`src/rtl/mux_stream_rr_pkg.sv`:
```
`default_nettype none
// ============================================================================
// Module      : mux_pkg
// Description : Shared constants and helpers for the mux_stream_rr stream mux.
//               Holds the mode encodings and a channel unpack function for the
//               packed multi-channel data bus.
// Revision    : 1.0 - initial release
// ============================================================================
package mux_pkg;

    // Mode encodings for the mode input
    localparam logic MODE_SEL = 1'b0;
    localparam logic MODE_RR  = 1'b1;

    // Widest packed data bus the unpack helper handles (64 channels x 64 bits)
    localparam int c_bus_w_max = 4096;

    // Returns channel idx of a packed bus in the low bits of the result.
    // The caller truncates the result to its own channel width.
    function automatic logic [c_bus_w_max-1:0] chan_slice(
        input logic [c_bus_w_max-1:0] bus,
        input int                     idx,
        input int                     w
    );
        return bus >> (idx * w);
    endfunction

endpackage
`default_nettype wire

```
`src/rtl/mux_stream_rr_arbiter.sv`:
```
`default_nettype none
// ============================================================================
// Module      : rr_arbiter
// Description : Combinational rotate-priority arbiter. The search starts at
//               the channel after ptr and wraps from N-1 to 0. Produces a
//               one-hot grant and its encoded index. No grant when en is low.
// Revision    : 1.0 - initial release
// ============================================================================
module rr_arbiter #(
    parameter int N    = 16,
    parameter int SELW = $clog2(N)
) (
    input  logic [N-1:0]    req,
    input  logic [SELW-1:0] ptr,
    input  logic            en,
    output logic [N-1:0]    gnt,
    output logic [SELW-1:0] gnt_idx
);

    int                w_pos;
    logic [SELW-1:0]   w_idx;
    logic              w_found;

    // Scan channels in priority order, starting just after ptr, and keep the first requester
    always_comb begin
        gnt     = '0;
        gnt_idx = '0;
        w_found = 1'b0;
        w_pos   = 0;
        w_idx   = '0;
        for (int k = 1; k <= N; k++) begin
            w_pos = int'(ptr) + k;
            if (w_pos >= N) begin
                w_pos = w_pos - N;
            end
            w_idx = SELW'(w_pos);
            if (en && !w_found && req[w_idx]) begin
                gnt[w_idx] = 1'b1;
                gnt_idx    = w_idx;
                w_found    = 1'b1;
            end
        end
    end

endmodule
`default_nettype wire

```
`src/rtl/mux_stream_rr.sv`:
```
`default_nettype none
// ============================================================================
// Module      : mux_stream_rr
// Description : N-channel, W-bit valid/ready stream multiplexer with a
//               one-entry output register. Channels are chosen by direct
//               select (MODE_SEL) or round-robin arbitration (MODE_RR).
//               Optional macro MUX_LOCK_EN: packet lock in MODE_RR, holding
//               arbitration on one channel until a beat with in_last set.
// Revision    : 1.0 - initial release
// ============================================================================
module mux_stream_rr
    import mux_pkg::*;
#(
    parameter int W    = 16,
    parameter int N    = 16,
    parameter int SELW = $clog2(N)
) (
    input  logic            clk,
    input  logic            rst_n,
    input  logic            mode,
    input  logic [SELW-1:0] sel,
    input  logic [N*W-1:0]  in_data,
    input  logic [N-1:0]    in_valid,
    input  logic [N-1:0]    in_last,
    output logic [N-1:0]    in_ready,
    output logic [W-1:0]    out_data,
    output logic [SELW-1:0] out_chan,
    output logic            out_valid,
    input  logic            out_ready
);

    logic            w_can_load;
    logic            w_en;
    logic            w_sel_ok;
    logic            w_xfer;
    logic [N-1:0]    w_req;
    logic [N-1:0]    w_rr_gnt;
    logic [SELW-1:0] w_rr_idx;
    logic [N-1:0]    w_gnt;
    logic [SELW-1:0] w_gnt_idx;
    logic [W-1:0]    w_gnt_data;
    logic [SELW-1:0] r_ptr;

`ifdef MUX_LOCK_EN
    logic            r_locked;
    logic [SELW-1:0] r_lock_chan;
`else
    logic            w_unused_last;
    assign w_unused_last = ^in_last;
`endif

    // Grants are suppressed during reset so no handshake can complete against a clearing register
    assign w_can_load = !out_valid || out_ready;
    assign w_en       = rst_n && w_can_load;

    // Round-robin request set; a held lock masks every other channel
    always_comb begin
`ifdef MUX_LOCK_EN
        w_req = r_locked ? (in_valid & (N'(1) << r_lock_chan)) : in_valid;
`else
        w_req = in_valid;
`endif
    end

    rr_arbiter #(
        .N    (N),
        .SELW (SELW)
    ) u_arb (
        .req     (w_req),
        .ptr     (r_ptr),
        .en      (w_en && (mode == MODE_RR)),
        .gnt     (w_rr_gnt),
        .gnt_idx (w_rr_idx)
    );

    // Direct select looks only at the selected channel; out-of-range selects never grant
    assign w_sel_ok = w_en && (mode == MODE_SEL) && (32'(sel) < N) && in_valid[sel];

    // Final grant from whichever mode is active
    always_comb begin
        if (mode == MODE_SEL) begin
            w_gnt     = w_sel_ok ? (N'(1) << sel) : '0;
            w_gnt_idx = sel;
        end else begin
            w_gnt     = w_rr_gnt;
            w_gnt_idx = w_rr_idx;
        end
    end

    assign in_ready   = w_gnt;
    assign w_xfer     = |w_gnt;
    assign w_gnt_data = W'(chan_slice(c_bus_w_max'(in_data), int'(w_gnt_idx), W));

    // Output register: load on a handshake, otherwise empty once the consumer takes the beat
    always_ff @(posedge clk or negedge rst_n) begin
        if (!rst_n) begin
            out_valid <= 1'b0;
            out_data  <= '0;
            out_chan  <= '0;
        end else if (w_xfer) begin
            out_valid <= 1'b1;
            out_data  <= w_gnt_data;
            out_chan  <= w_gnt_idx;
        end else if (out_ready) begin
            out_valid <= 1'b0;
        end
    end

    // Round-robin pointer (and packet lock) advance only on MODE_RR handshakes
    always_ff @(posedge clk or negedge rst_n) begin
        if (!rst_n) begin
            r_ptr       <= SELW'(N - 1);
`ifdef MUX_LOCK_EN
            r_locked    <= 1'b0;
            r_lock_chan <= '0;
`endif
        end else if ((mode == MODE_RR) && w_xfer) begin
`ifdef MUX_LOCK_EN
            if (in_last[w_gnt_idx]) begin
                r_locked <= 1'b0;
                r_ptr    <= w_gnt_idx;
            end else begin
                r_locked    <= 1'b1;
                r_lock_chan <= w_gnt_idx;
            end
`else
            r_ptr <= w_gnt_idx;
`endif
        end
`ifdef MUX_LOCK_EN
        else if (mode == MODE_SEL) begin
            r_locked <= 1'b0;
        end
`endif
    end

endmodule
`default_nettype wire

```
`config.mk`:
```
export PLATFORM = sky130hd
export DESIGN_NAME = mux_stream_rr
export DESIGN_NICKNAME = d
export VERILOG_FILES = /design/src/rtl/mux_stream_rr_pkg.sv /design/src/rtl/mux_stream_rr_arbiter.sv /design/src/rtl/mux_stream_rr.sv
export SDC_FILE = /design/constraint.sdc
export NUM_CORES = 1
export LEC_CHECK = 0
export ABC_AREA = 1
export CAP_MARGIN = 20
export CORE_MARGIN = 2
export CORE_UTILIZATION = 47
export DETAILED_ROUTE_END_ITERATION = 6
export HOLD_SLACK_MARGIN = 0.05
export PLACE_DENSITY = 0.81
export REMOVE_ABC_BUFFERS = 1
export SLEW_MARGIN = 20
export SYNTH_ARGS = -nofsm -noshare
export SYNTH_HDL_FRONTEND = slang
export SYNTH_SLANG_ARGS = --single-unit
```
`constraint.sdc`:
```
create_clock -name clk -period 5.7 [get_ports clk]
set_input_delay 0.855 -clock clk [delete_from_list [all_inputs] [get_ports clk]]
set_output_delay 0.855 -clock clk [all_outputs]
set_load 0.02 [all_outputs]
```
## Word-level counts from Yosys, hierarchy flattened

Index checks and enable logic that the tools add are counted.

- Add/subtract/negate cells: 32
- Magnitude comparators: 49
- Shifts and indexed selects: 2
- Multiplexer cells: 134
- Bitwise operators: 16
- Reduce and logical (&&, ||, !) cells: 71

Operators by type and width:

| kind | count |
|---|---|
| $mux W16 | 18 |
| $shr A256 B8 Y16 | 1 |
| $or A16 B16 Y16 | 15 |
| $mux W4 | 33 |
| $lt A4 B5 Y1 const B | 17 |
| $ge A5 B5 Y1 const B | 15 |
| $bmux W1 S4 | 17 |
| $demux W1 S4 | 16 |
| $ge A4 B1 Y1 const B | 16 |
| $sub A4 B1 Y4 const B | 16 |
| $logic_and A1 B1 Y1 | 52 |
| $mux W1 | 50 |
| $add A4 B4 Y5 const B | 8 |
| $add A4 B3 Y5 const B | 4 |
| $logic_not A1 Y1 | 16 |
| $reduce_or A16 Y1 | 1 |
| $shl A1 B4 Y16 const A | 1 |
| $add A4 B2 Y5 const B | 2 |
| $add A4 B5 Y6 const B | 1 |
| $ge A6 B5 Y1 const B | 1 |
| $add A4 B1 Y5 const B | 1 |
| $reduce_bool A2 Y1 | 1 |
| $logic_or A1 B1 Y1 | 1 |
| $not A1 Y1 | 1 |

- Flip-flop bits (word level): 25
- Input bits: 296
- Output and inout bits: 37
- Word-level logic and storage cells: 308

## Depth between registers and ports, before layout

Gate-level depths: netlist of run 1.

- Depth in word-level cells: 70
- Mapped depth: 37
- Depth with buffers taken out: 33

## Modules after synthesis

From an unflattened synthesis of run 1, not the netlist that was laid out.

- Cells, all modules: 1,725
- Area, all modules: 8,508.2 um^2

By module, submodules not included:

| module | instances | cells each | area each (um^2) | seq. area each (um^2) |
|---|---|---|---|---|
| rr_arbiter | 1 | 1,040 | 4,692.0 | 0.0 |
| mux_stream_rr | 1 | 685 | 3,816.2 | 630.6 |

## Least setup slack after synthesis of run 1

OpenSTA, ideal clock, no wires.

- Path kind: flip-flop to output port
- Start: reg r_ptr[1]
- End: out in_ready[14]
- Arrival time: 3.473 ns
- Data required time: 4.845 ns
- Setup slack: 1.372 ns
- Cell stages (with the launch flop): 22
- Path buffers: 3
- Cells stage by stage: dfstp_2 > inv_1 > buf_2 > ha_1 > clkbuf_1 > nand3_1 > nand3_1 > nand3_1 > nand3_1 > nand2_4 > inv_2 > nand3_2 > nor2_4 > nand4_4 > nor2_8 > nand4_4 > nor2_8 > nand3_4 > buf_6 > o21ai_1 > inv_1 > nand3_1

- Word-level cells in the longest chain between the ends: 68
- Elaborated cells between the ends (all ways): 269
- Those cells by class: add/sub (32); order compare (48); mux (112); bitwise (15); reduce/logical (62)

RTL lines:

| what | line | source |
|---|---|---|
| start: declaration | mux_stream_rr.sv:42 | `logic [SELW-1:0] r_ptr;` |
| start signal: assignment | mux_stream_rr.sv:112 | `r_ptr <= SELW'(N - 1);` |
| start signal: assignment | mux_stream_rr.sv:127 | `r_ptr <= w_gnt_idx;` |
| $add A4 B1 Y5 | mux_stream_rr_arbiter.sv:32 | `w_pos = int'(ptr) + k;` |
| $sub A4 B1 Y4 / $ge A5 B5 Y1 (equally long branches) | mux_stream_rr_arbiter.sv:34, mux_stream_rr_arbiter.sv:33 |  |
| $mux W4 | mux_stream_rr_arbiter.sv:33 | `if (w_pos >= N) begin` |
| $bmux W1 S4 | mux_stream_rr_arbiter.sv:37 | `if (en && !w_found && req[w_idx]) begin` |
| $mux W1 (implied by the code) | mux_stream_rr_arbiter.sv:37 |  |
| $logic_and A1 B1 Y1 | mux_stream_rr_arbiter.sv:37 |  |
| $mux W1 | mux_stream_rr_arbiter.sv:37 |  |
| $logic_not A1 Y1 | mux_stream_rr_arbiter.sv:37 |  |
| [... 50 more ...] | -- |  |
| $mux W1 | mux_stream_rr_arbiter.sv:37 |  |
| $logic_not A1 Y1 | mux_stream_rr_arbiter.sv:37 |  |
| $logic_and A1 B1 Y1 (2 in a row) | mux_stream_rr_arbiter.sv:37 |  |
| $mux W1 | mux_stream_rr_arbiter.sv:37 |  |
| $logic_not A1 Y1 | mux_stream_rr_arbiter.sv:37 |  |
| $logic_and A1 B1 Y1 (2 in a row) | mux_stream_rr_arbiter.sv:37 |  |
| $mux W16 * | mux_stream_rr_arbiter.sv:37 |  |
| $mux W16 * | mux_stream_rr.sv:81 | `if (mode == MODE_SEL) begin` |
| end: declaration | mux_stream_rr.sv:25 | `output logic [N-1:0] in_ready,` |

Mark *: on every way between the ends. The rest lies on a longest branch, timed or not. The select of a mux whose other input is x is not followed.

## Final worst setup path of run 1

- Start: reg r_ptr[1]
- End: out in_ready[12]

The elaborated chain is that of the path after synthesis.

==> results of run 1 <==
## power by group through the flow
stage	registers [µW]	clock network (µW)	logic [µW]
6_report	389	168	8340
3_3_place_gp	383	0	7890
3_5_place_dp	387	0	7990
2_1_floorplan	491	0	4730
5_1_grt	399	172	8910
4_1_cts	385	168	8020
## state kept, by name (all words and copies together), names as in the netlist
register   flops
out_chan       4
out_data      16
out_valid      1
r_ptr          4
## kinds of logic after synthesis
kind of cell,count (synthesis),share of synthesized area (%)
buf+inv,254,12.3
compound gates,62,4.23
fa+ha+maj,13,1.80
xor+xnor,4,0.677
flops,25,6.96
simple gates,1444,74.1
## stage by stage
stage	worst slack [ns]	cells	total power [µW]	util (%)
3_5_place_dp	0.185	2350	8370	68.3
2_1_floorplan	-3.65	1679	5220	-
6_report	0.123	2366	8890	69.3
4_1_cts	0.0720	2354	8570	68.8
5_1_grt	0.00119	2366	9480	69.3
3_3_place_gp	0.251	2350	8270	68.3
## worst max path at each step
stage	startpoint	slack, ns	endpoint
2_1_floorplan	r_ptr[0]	-3.65	out_data[10]
3_3_place_gp	out_ready	0.25	in_ready[14]
3_5_place_dp	mode	0.19	in_ready[14]
4_1_cts	r_ptr[1]	0.07	in_ready[5]
5_1_grt	out_ready	0.001	in_ready[8]
6_report	r_ptr[1]	0.12	in_ready[12]
## routing by layer
layer | track usage (%) | part of all wire, % | wire length (µm)
met4 | 24.7 | 6.5 | 3050
met3 | 13.1 | 13 | 6140
met5 | 0 | 0 | 0
met2 | 73.8 | 45 | 21500
met1 | 53.7 | 35 | 16700
## worst min-delay path, cell delays in order (launching register included)
cell and delay [ns]:
sky130_fd_sc_hd__dfrtp_1 0.34, sky130_fd_sc_hd__nand2_1 0.05, sky130_fd_sc_hd__o21ai_1 0.06
## cell type report
| type | instances | area (µm²) | area share (%) |
|---|---|---|---|
| clock buffer | 3 | 75.1 | 0.575 |
| clock inverter | 1 | 5.00 | 0.0383 |
| tap | 260 | 325 | 2.49 |
| timing repair buffer | 420 | 4130 | 31.7 |
| sequential | 25 | 631 | 4.83 |
| antenna | 3 | 7.51 | 0.0575 |
| inverter | 131 | 507 | 3.88 |
| multi-input combinational | 1523 | 7370 | 56.5 |
## timing repair
action	CTS	global route
endpoints found under the setup margin	0	36
hold buffers	0	0
buffers inserted	0	9
endpoints found under the hold margin	0	0
resized for setup	0	11
## layout by cell type, fill, tap and decap left out, types with 9 or more instances in the layout
| cell | instances |
|---|---|
| sky130_fd_sc_hd__buf_12 | 15 |
| sky130_fd_sc_hd__buf_4 | 89 |
| sky130_fd_sc_hd__clkdlybuf4s50_1 | 316 |
| sky130_fd_sc_hd__dfrtp_1 | 21 |
| sky130_fd_sc_hd__ha_1 | 11 |
| sky130_fd_sc_hd__inv_1 | 99 |
| sky130_fd_sc_hd__inv_2 | 25 |
| sky130_fd_sc_hd__nand2_1 | 458 |
| sky130_fd_sc_hd__nand2_2 | 18 |
| sky130_fd_sc_hd__nand3_1 | 574 |
| sky130_fd_sc_hd__nand3_2 | 9 |
| sky130_fd_sc_hd__nand4_1 | 64 |
| sky130_fd_sc_hd__nor2_1 | 267 |
| sky130_fd_sc_hd__nor3_1 | 15 |
| sky130_fd_sc_hd__o21ai_0 | 22 |
| sky130_fd_sc_hd__o21ai_1 | 13 |
==> results by stage, run 1 <==
Outcome:
- The flow ran to the end, but the final reports show violations.
- The checks that failed: DRC.

Worst hold path:
- The critical hold path startpoint is out_chan[0].
- In this run the worst hold path is classified as reg -> reg.
- Counting instances, the worst hold path has a depth of 2.
- The path with the worst hold slack has its endpoint at out_chan[0].

Worst setup path:
- The largest single stage delay on the critical path is 0.59 ns.
- The startpoint-to-endpoint class of the critical path is reg -> out.
- The critical path crosses 20 cells after its start point.
- Of all nets on the critical path, the largest fanout is 6.
- At the worst endpoint, the arrival time is 4.72 ns.
- The critical path startpoint category is a register.
- The slowest stage of the critical path belongs to the cell sky130_fd_sc_hd__clkdlybuf4s50_1.
- The buffer and inverter count on the worst path is 4.
- The kind of cell adding the most delay to the critical path is simple AND/OR/NAND/NOR gates.
- Data on the critical path is required at its endpoint by 4.85 ns.
- The critical register-to-register path startpoint is r_ptr[1].
- Measured in cells, the most critical reg-to-reg path has a length of 26.
- The signal on the critical path passes through inv_1 > ha_1 > inv_1 > nand3_1 > nand3_1 > nand2_1 > nand3_1 > buf_4 > nor3_1 > nor2_1 > nand3_1 > nor2_1 > nand2_1 > nor2_1 > nand3_1 > nor2_1 > nand3_1 > nor2_1 > nand3_1 > clkdlybuf4s50_1.
- STA classifies the critical path endpoint as a primary output.
- The most used cell along the critical path is sky130_fd_sc_hd__nand3_1.
- The setup check on the worst reg-to-reg path leaves a slack of 0.54 ns.
- The reg-to-reg endpoint is out_valid.

Yosys:
- By instance count, the leading cell after synthesis is sky130_fd_sc_hd__nand3_1.
- A synthesized cell averages 5.03 µm².
- Sequential elements use 6.96% of the synthesized area.
- The largest area contributor in the netlist is sky130_fd_sc_hd__nand3_1.
- The count of state elements after synthesis is 25.
- The area fraction of the dominant cell type after synthesis is 31.7%.
- After synthesis, the cell types taking the most area are sky130_fd_sc_hd__nand3_1, sky130_fd_sc_hd__nand2_1, sky130_fd_sc_hd__nor2_1.
- The count of distinct cell types in the synthesized netlist is 45.
- The share of synthesized flip-flops with an asynchronous set or reset is 100%.
- The top flip-flop cell by instance count after synthesis is sky130_fd_sc_hd__dfrtp_1.
- The number of enable-type register cells in the synthesized netlist is 0.
- By count the netlist is led by sky130_fd_sc_hd__nand3_1, sky130_fd_sc_hd__nand2_1, sky130_fd_sc_hd__nor2_1.
- The warning count from the yosys run is 0.
- The netlist area before placement is 9060 µm².
- Counting every instance in the synthesized netlist gives 1,802.

Detailed routing:
- Summed over all layers, the routed wires come to 47,300 µm.
- The ratio of routed vias to standard cells is 6.03.
- After detailed routing, the average wire length per cell comes to 20.0 µm.
- The first detailed-routing pass took 7 iterations.
- The number of violations reported at the end of detailed-routing iteration 0 is 1,750.
- In this run the remaining antenna-violating nets after routing total 0.
- After detailed routing, the number of remaining DRC violations is 1.
- The detailed router placed 14,300 vias in this run.

Power:
- In this run the static leakage power is 0.00597 µW.
- The analysis attributes to net switching a power of 5750 µW.
- The worst-case IR drop observed on VDD is 0.403 mV.
- Combinational cells account for 93.7% of the total power.
- The sequential power share is 4.4%.
- The clock network burns 1.9% of the power.
- Of the total power, the share spent switching nets is 64.6%.
- The power density of the placed cells is 681 nW/µm².
- Internal power comes to 3150 µW.

Floorplanning:
- The die is 143 µm tall.
- The floorplan step defined a die boundary enclosing 20,400 µm².
- The floorplan has 50 rows.
- The total core area is 18,800 µm².
- The width of the die is 143 µm.
- The I/O pin count is 333.
- For this configuration, the core starts out at a cell density of 48.1%.

GRT:
- The number of global-route vias before repair is 13,300.
- After global routing the overflow that remains totals 0.
- The initial antenna violation count is 2.
- The overall global routing resource usage is 45.3%.
- Entering global routing, the biggest net connects 89 pins.
- The global-route wire length before repair is 72,300 µm.

Timing:
- The setup total negative slack is 0 ns.
- On the final layout, the worst hold slack is 0.490 ns.
- The final hold violation count is 0.
- The number of endpoints failing setup at the final stage is 0.
- At the pin with the least slew margin, the transition time is 0.970 ns.
- The routed design could run at a clock period as short as 5.58 ns.
- The highest clock rate is 179 MHz.
- Dividing the final minimum period by the clock period gives 97.8%.
- The max-slew violation count is 0.
- Across the routed clock network, the largest skew measured is 0.00391 ns.
- Setup repair after global routing left no endpoint under its margin.
- The worst relative slew slack is 35.3%.

Placement:
- The wire-length estimate of the detail-placed layout is 36,900 µm.
- The number of buffers added on ports is 316.
- Once placement finished, the instance area stood at 12,900 µm².
- The weighted congestion at the end of routability-driven global placement is 1.10.

CTS:
- The longest clock path from root to sink contains 2 buffers.
- The clock network latency to the later pin of the worst-skew pair is 0.27 ns.
- The total CTS buffers is 3.
- TritonCTS built the clock tree.
- CTS built an H-tree with a depth of 1.
- In this run the clock root is driven by a sky130_fd_sc_hd__clkbuf_16.
- The clock drives 25 sinks.
- The post-CTS clock slew at the launch and capture registers of the worst setup and hold paths is 0.07 ns.

Layout:
- The area added between synthesis and finish is 44.0%.
- In the final layout, the share of cells above drive strength 1 is 9.99%.
- The number of nets in the layout is 2,413.
- Fill cells in the final layout number 1,783.
- The post-route standard cell area excluding fillers is 13,100 µm².

Run:
- Max-cap violations in this run came to 0.
Note: power is estimated with default switching activity, not from simulation.
==> run 2, diff against run 1 <==
CORE_ASPECT_RATIO = 0.8   (was default)
==> run 2 against run 1 <==
  * The flow now finishes without violations
  * Via count rose by 1.1%
  * Die area barely moved
  * Cell count rose by 0.55%
  * Sequential power rose by 11%
  * Global-route usage fell by 0.13 points
  * Flip-flop and latch count did not move
  * Register-to-register slack got worse by 0.03 ns
  * Critical path type unchanged
  * Largest power group unchanged
==> results by stage, run 2 (synthesis gave the netlist of run 1 again) <==
Floorplanning:
- The die height is 128 µm.
- The initial utilization of the core area, before any placement, comes to 47.9%.
- Measured along the x axis, the die boundary spans 159 µm.
- The total core area is 18,900 µm².
- The floorplan has 45 rows.
- The floorplan step defined a die boundary enclosing 20,400 µm².
- During I/O placement, the number of pins put on the boundary was 333.

Power:
- The power dissipated by switching net loads is 5840 µW.
- The switching share of power is 64.1%.
- Per report_power, the combinational group accounts for 93.5% of the total.
- Summed over all cells, the static leakage comes to 0.00612 µW.
- Of the total power, the clock network draws 1.8%.
- The power consumption is 9120 µW.
- The internal power consumption is 3270 µW.
- Power spread over the standard cell area amounts to 691 nW/µm².
- The worst ir drop on vdd is 0.532 mV.
- Of the total power, registers draw 4.7%.

Detailed routing:
- The number of violations reported at the end of detailed-routing iteration 0 is 2,442.
- Once detail routing completed, the nets flagged for antenna violations numbered 0.
- The number of DRC violations after detailed routing is 0.
- The routed layout has 14,400 vias.
- The routed wire length per instance is 20.3 µm.
- Using the TritonRoute via totals, the vias-per-cell ratio works out to 6.06.
- The first TritonRoute pass finished after 7 iterations.
- The final layout contains routed wiring with a total length of 48,300 µm.

CTS:
- The number of buffers on the longest clock path is 2.
- TritonCTS built the clock tree.
- The number of clock buffers added by TritonCTS is 3.
- The TritonCTS sink count is 25.
- In this run the clock root is driven by a sky130_fd_sc_hd__clkbuf_16.
- In this run the number of H-tree levels came out at 1.
- The clock network latency to the later pin of the worst-skew pair is 0.26 ns.
- After clock tree synthesis, the clock-pin slew on the worst setup and hold paths is 0.07 ns.

Timing:
- The worst relative slew slack is 33.5%.
- The clock arrives with 0.00200 ns of skew.
- The max-slew violation count was 0.
- For the pin with the worst max-slew slack, the measured transition is 0.998 ns.
- The minimum clock period after layout is 5.55 ns.
- The final hold violation count is 0.
- The highest clock rate is 180 MHz.
- Setup violations remaining at the end of the flow were counted as 0.
- The final cycle utilization of the critical path is 97.4%.

Placement:
- Routability-driven placement finished with a final weighted congestion of 1.08.
- Once placement completed, the tool counted placed cells totaling 2,364.
- The number of buffers added on ports is 316.
- The placed wire-length estimate after detailed placement is 38,600 µm.

Worst hold path:
- The path class of the tightest hold or removal check is reg -> reg.
- The critical hold path startpoint is out_data[5].

Worst setup path:
- The startpoint-to-endpoint class of the critical path is reg -> out.
- The worst setup path is launched from a register.
- Data arrives at the worst endpoint at 4.70 ns.
- The most used cell along the critical path is sky130_fd_sc_hd__nand3_1.
- The maximum net fanout on the critical path is 10.
- Traced cell by cell, the critical path runs through inv_1 > ha_2 > clkinvlp_4 > nand3_1 > nand3_1 > nand3_2 > nand2_2 > inv_2 > nor2_8 > buf_4 > nand2_1 > nand2_1 > nor2_1 > nand3_1 > nor2_1 > nand2_1 > nor2_1 > nand3_1 > nor2_1 > nand3_1 > nor2_1 > nand3_1 > clkdlybuf4s50_1.
- The largest incremental delay on the critical path is 0.58 ns.
- The worst setup path is captured at a primary output.
- The worst register-to-register path begins at r_ptr[1].
- The slowest stage of the critical path is the sky130_fd_sc_hd__clkdlybuf4s50_1 cell.
- The critical path required time is 4.85 ns.
- The most critical setup path has its startpoint at r_ptr[1].

Run:
- Max-cap violations in this run came to 0.

GRT:
- Entering global routing, the biggest net connects 93 pins.
- Global routing used 45.2% of the available tracks.
- After global routing the overflow that remains totals 0.
- The first global-routing pass estimated 72,900 µm of wire.
- The initial antenna violation count came to 4.
- The number of global-route vias before repair came to 12,900.

Layout:
- The most common library cell in the layout ignoring fill and taps is sky130_fd_sc_hd__nand3_1.
- Excluding fillers, the count of instances in the completed layout stands at 2,379.
- The net count of the finished layout is 2,427.
- Of the cells placed in the final design, the portion with a size suffix greater than 1 is 10.3%.
- The flip-flop count of the largest register, all copies and words added is 16.
- Ranked by flip-flop count, first place goes to out_data.
- The combined area of the multi-input logic cells is 7370 µm².
- The layout filler cell count is 1,700.
- The post-layout utilization of the core is 69.8%.
- Compared with the post-synthesis result, the final layout area differs by 45.7%.
- The largest registers in the layout are out_data x16, out_chan x4, r_ptr x4.
- Leaving out fill and tap cells, the most frequent cells in the layout are sky130_fd_sc_hd__nand3_1, sky130_fd_sc_hd__nand2_1, sky130_fd_sc_hd__clkdlybuf4s50_1.
- Across the whole layout, storage elements account for 631 µm².

Outcome:
- The run finished with clean final reports.
-- run 2: cell types whose count changed in the layout (fill, tap and decap cells not counted), moves of 3 or more --
| cell | delta |
|---|---|
| sky130_fd_sc_hd__buf_4 | +11 |
| sky130_fd_sc_hd__buf_12 | +3 |
| sky130_fd_sc_hd__nor2_1 | +3 |
| sky130_fd_sc_hd__dlymetal6s2s_1 | +3 |
| sky130_fd_sc_hd__clkdlybuf4s50_1 | -3 |
| sky130_fd_sc_hd__nor2_2 | -3 |
-- run 2: area by class of cell --
type	instances	area share, %
timing repair buffer	434	32.4
antenna	4	0.0758
inverter	131	3.82
multi-input combinational	1523	55.9
sequential	25	4.78
tap	258	2.45
clock buffer	4	0.597
-- run 2: metrics by stage --
| step | hold slack (ns) | worst slack (ns) | TNS (ns) | area [µm²] |
|---|---|---|---|---|
| floorplan | 0.555 | -3.65 | -66.42 | 8450 |
| global placement | 0.472 | 0.327 | 0 | 13000 |
| detailed placement | 0.484 | 0.326 | 0 | 13000 |
| CTS | 0.501 | 0.214 | 0 | 13100 |
| global route | 0.517 | -0.0433 | -0.0433 | 13200 |
| finish | 0.501 | 0.150 | 0 | 13200 |
-- run 2: path summary, 6_finish.rpt --
| check | end | cells past startpoint | slack (ns) |
|---|---|---|---|
| hold reg to reg | out_data[5] | 2 | 0.50 |
| max in group asynchronous | r_ptr[0] | 2 | 4.41 |
| setup / recovery | in_ready[4] | 23 | 0.15 |
| setup reg to reg | out_data[2] | 30 | 0.51 |
| hold / removal | out_data[5] | 2 | 0.50 |
| min in group asynchronous | out_valid | 2 | 0.99 |
-- run 2: power by group through the flow --
stage	Sequential (µW)	Clock [µW]	Combinational, µW
after floorplan	491	0	4730
after global placement	419	0	7990
after detailed placement	420	0	8120
after CTS	419	161	8160
after global routing	433	166	9090
final	431	163	8520
-- run 2: routing by layer --
metal | up-vias | part of all wire (%) | track usage [%]
li1 | 6661 | - | -
met1 | 6454 | 38 | 59.8
met2 | 1154 | 42 | 69.1
met3 | 159 | 15 | 12.6
met4 | 0 | 4.9 | 19.3
met5 | - | 0 | 0
-- run 2: critical path: cells and delay by family (launching register included) --
| family | cells | cell delay, ns |
|---|---|---|
| DFF | 1 | 0.53 |
| buffers and inverters | 5 | 1.20 |
| and+or+nand+nor | 17 | 2.26 |
| adders and majority gates | 1 | 0.41 |
-- run 2: timing repair --
action	in CTS	in global routing
setup buffers	0	7
setup endpoints to repair	0	16
gates resized for setup	0	9
hold buffers	0	0
endpoints found under the hold margin	0	0
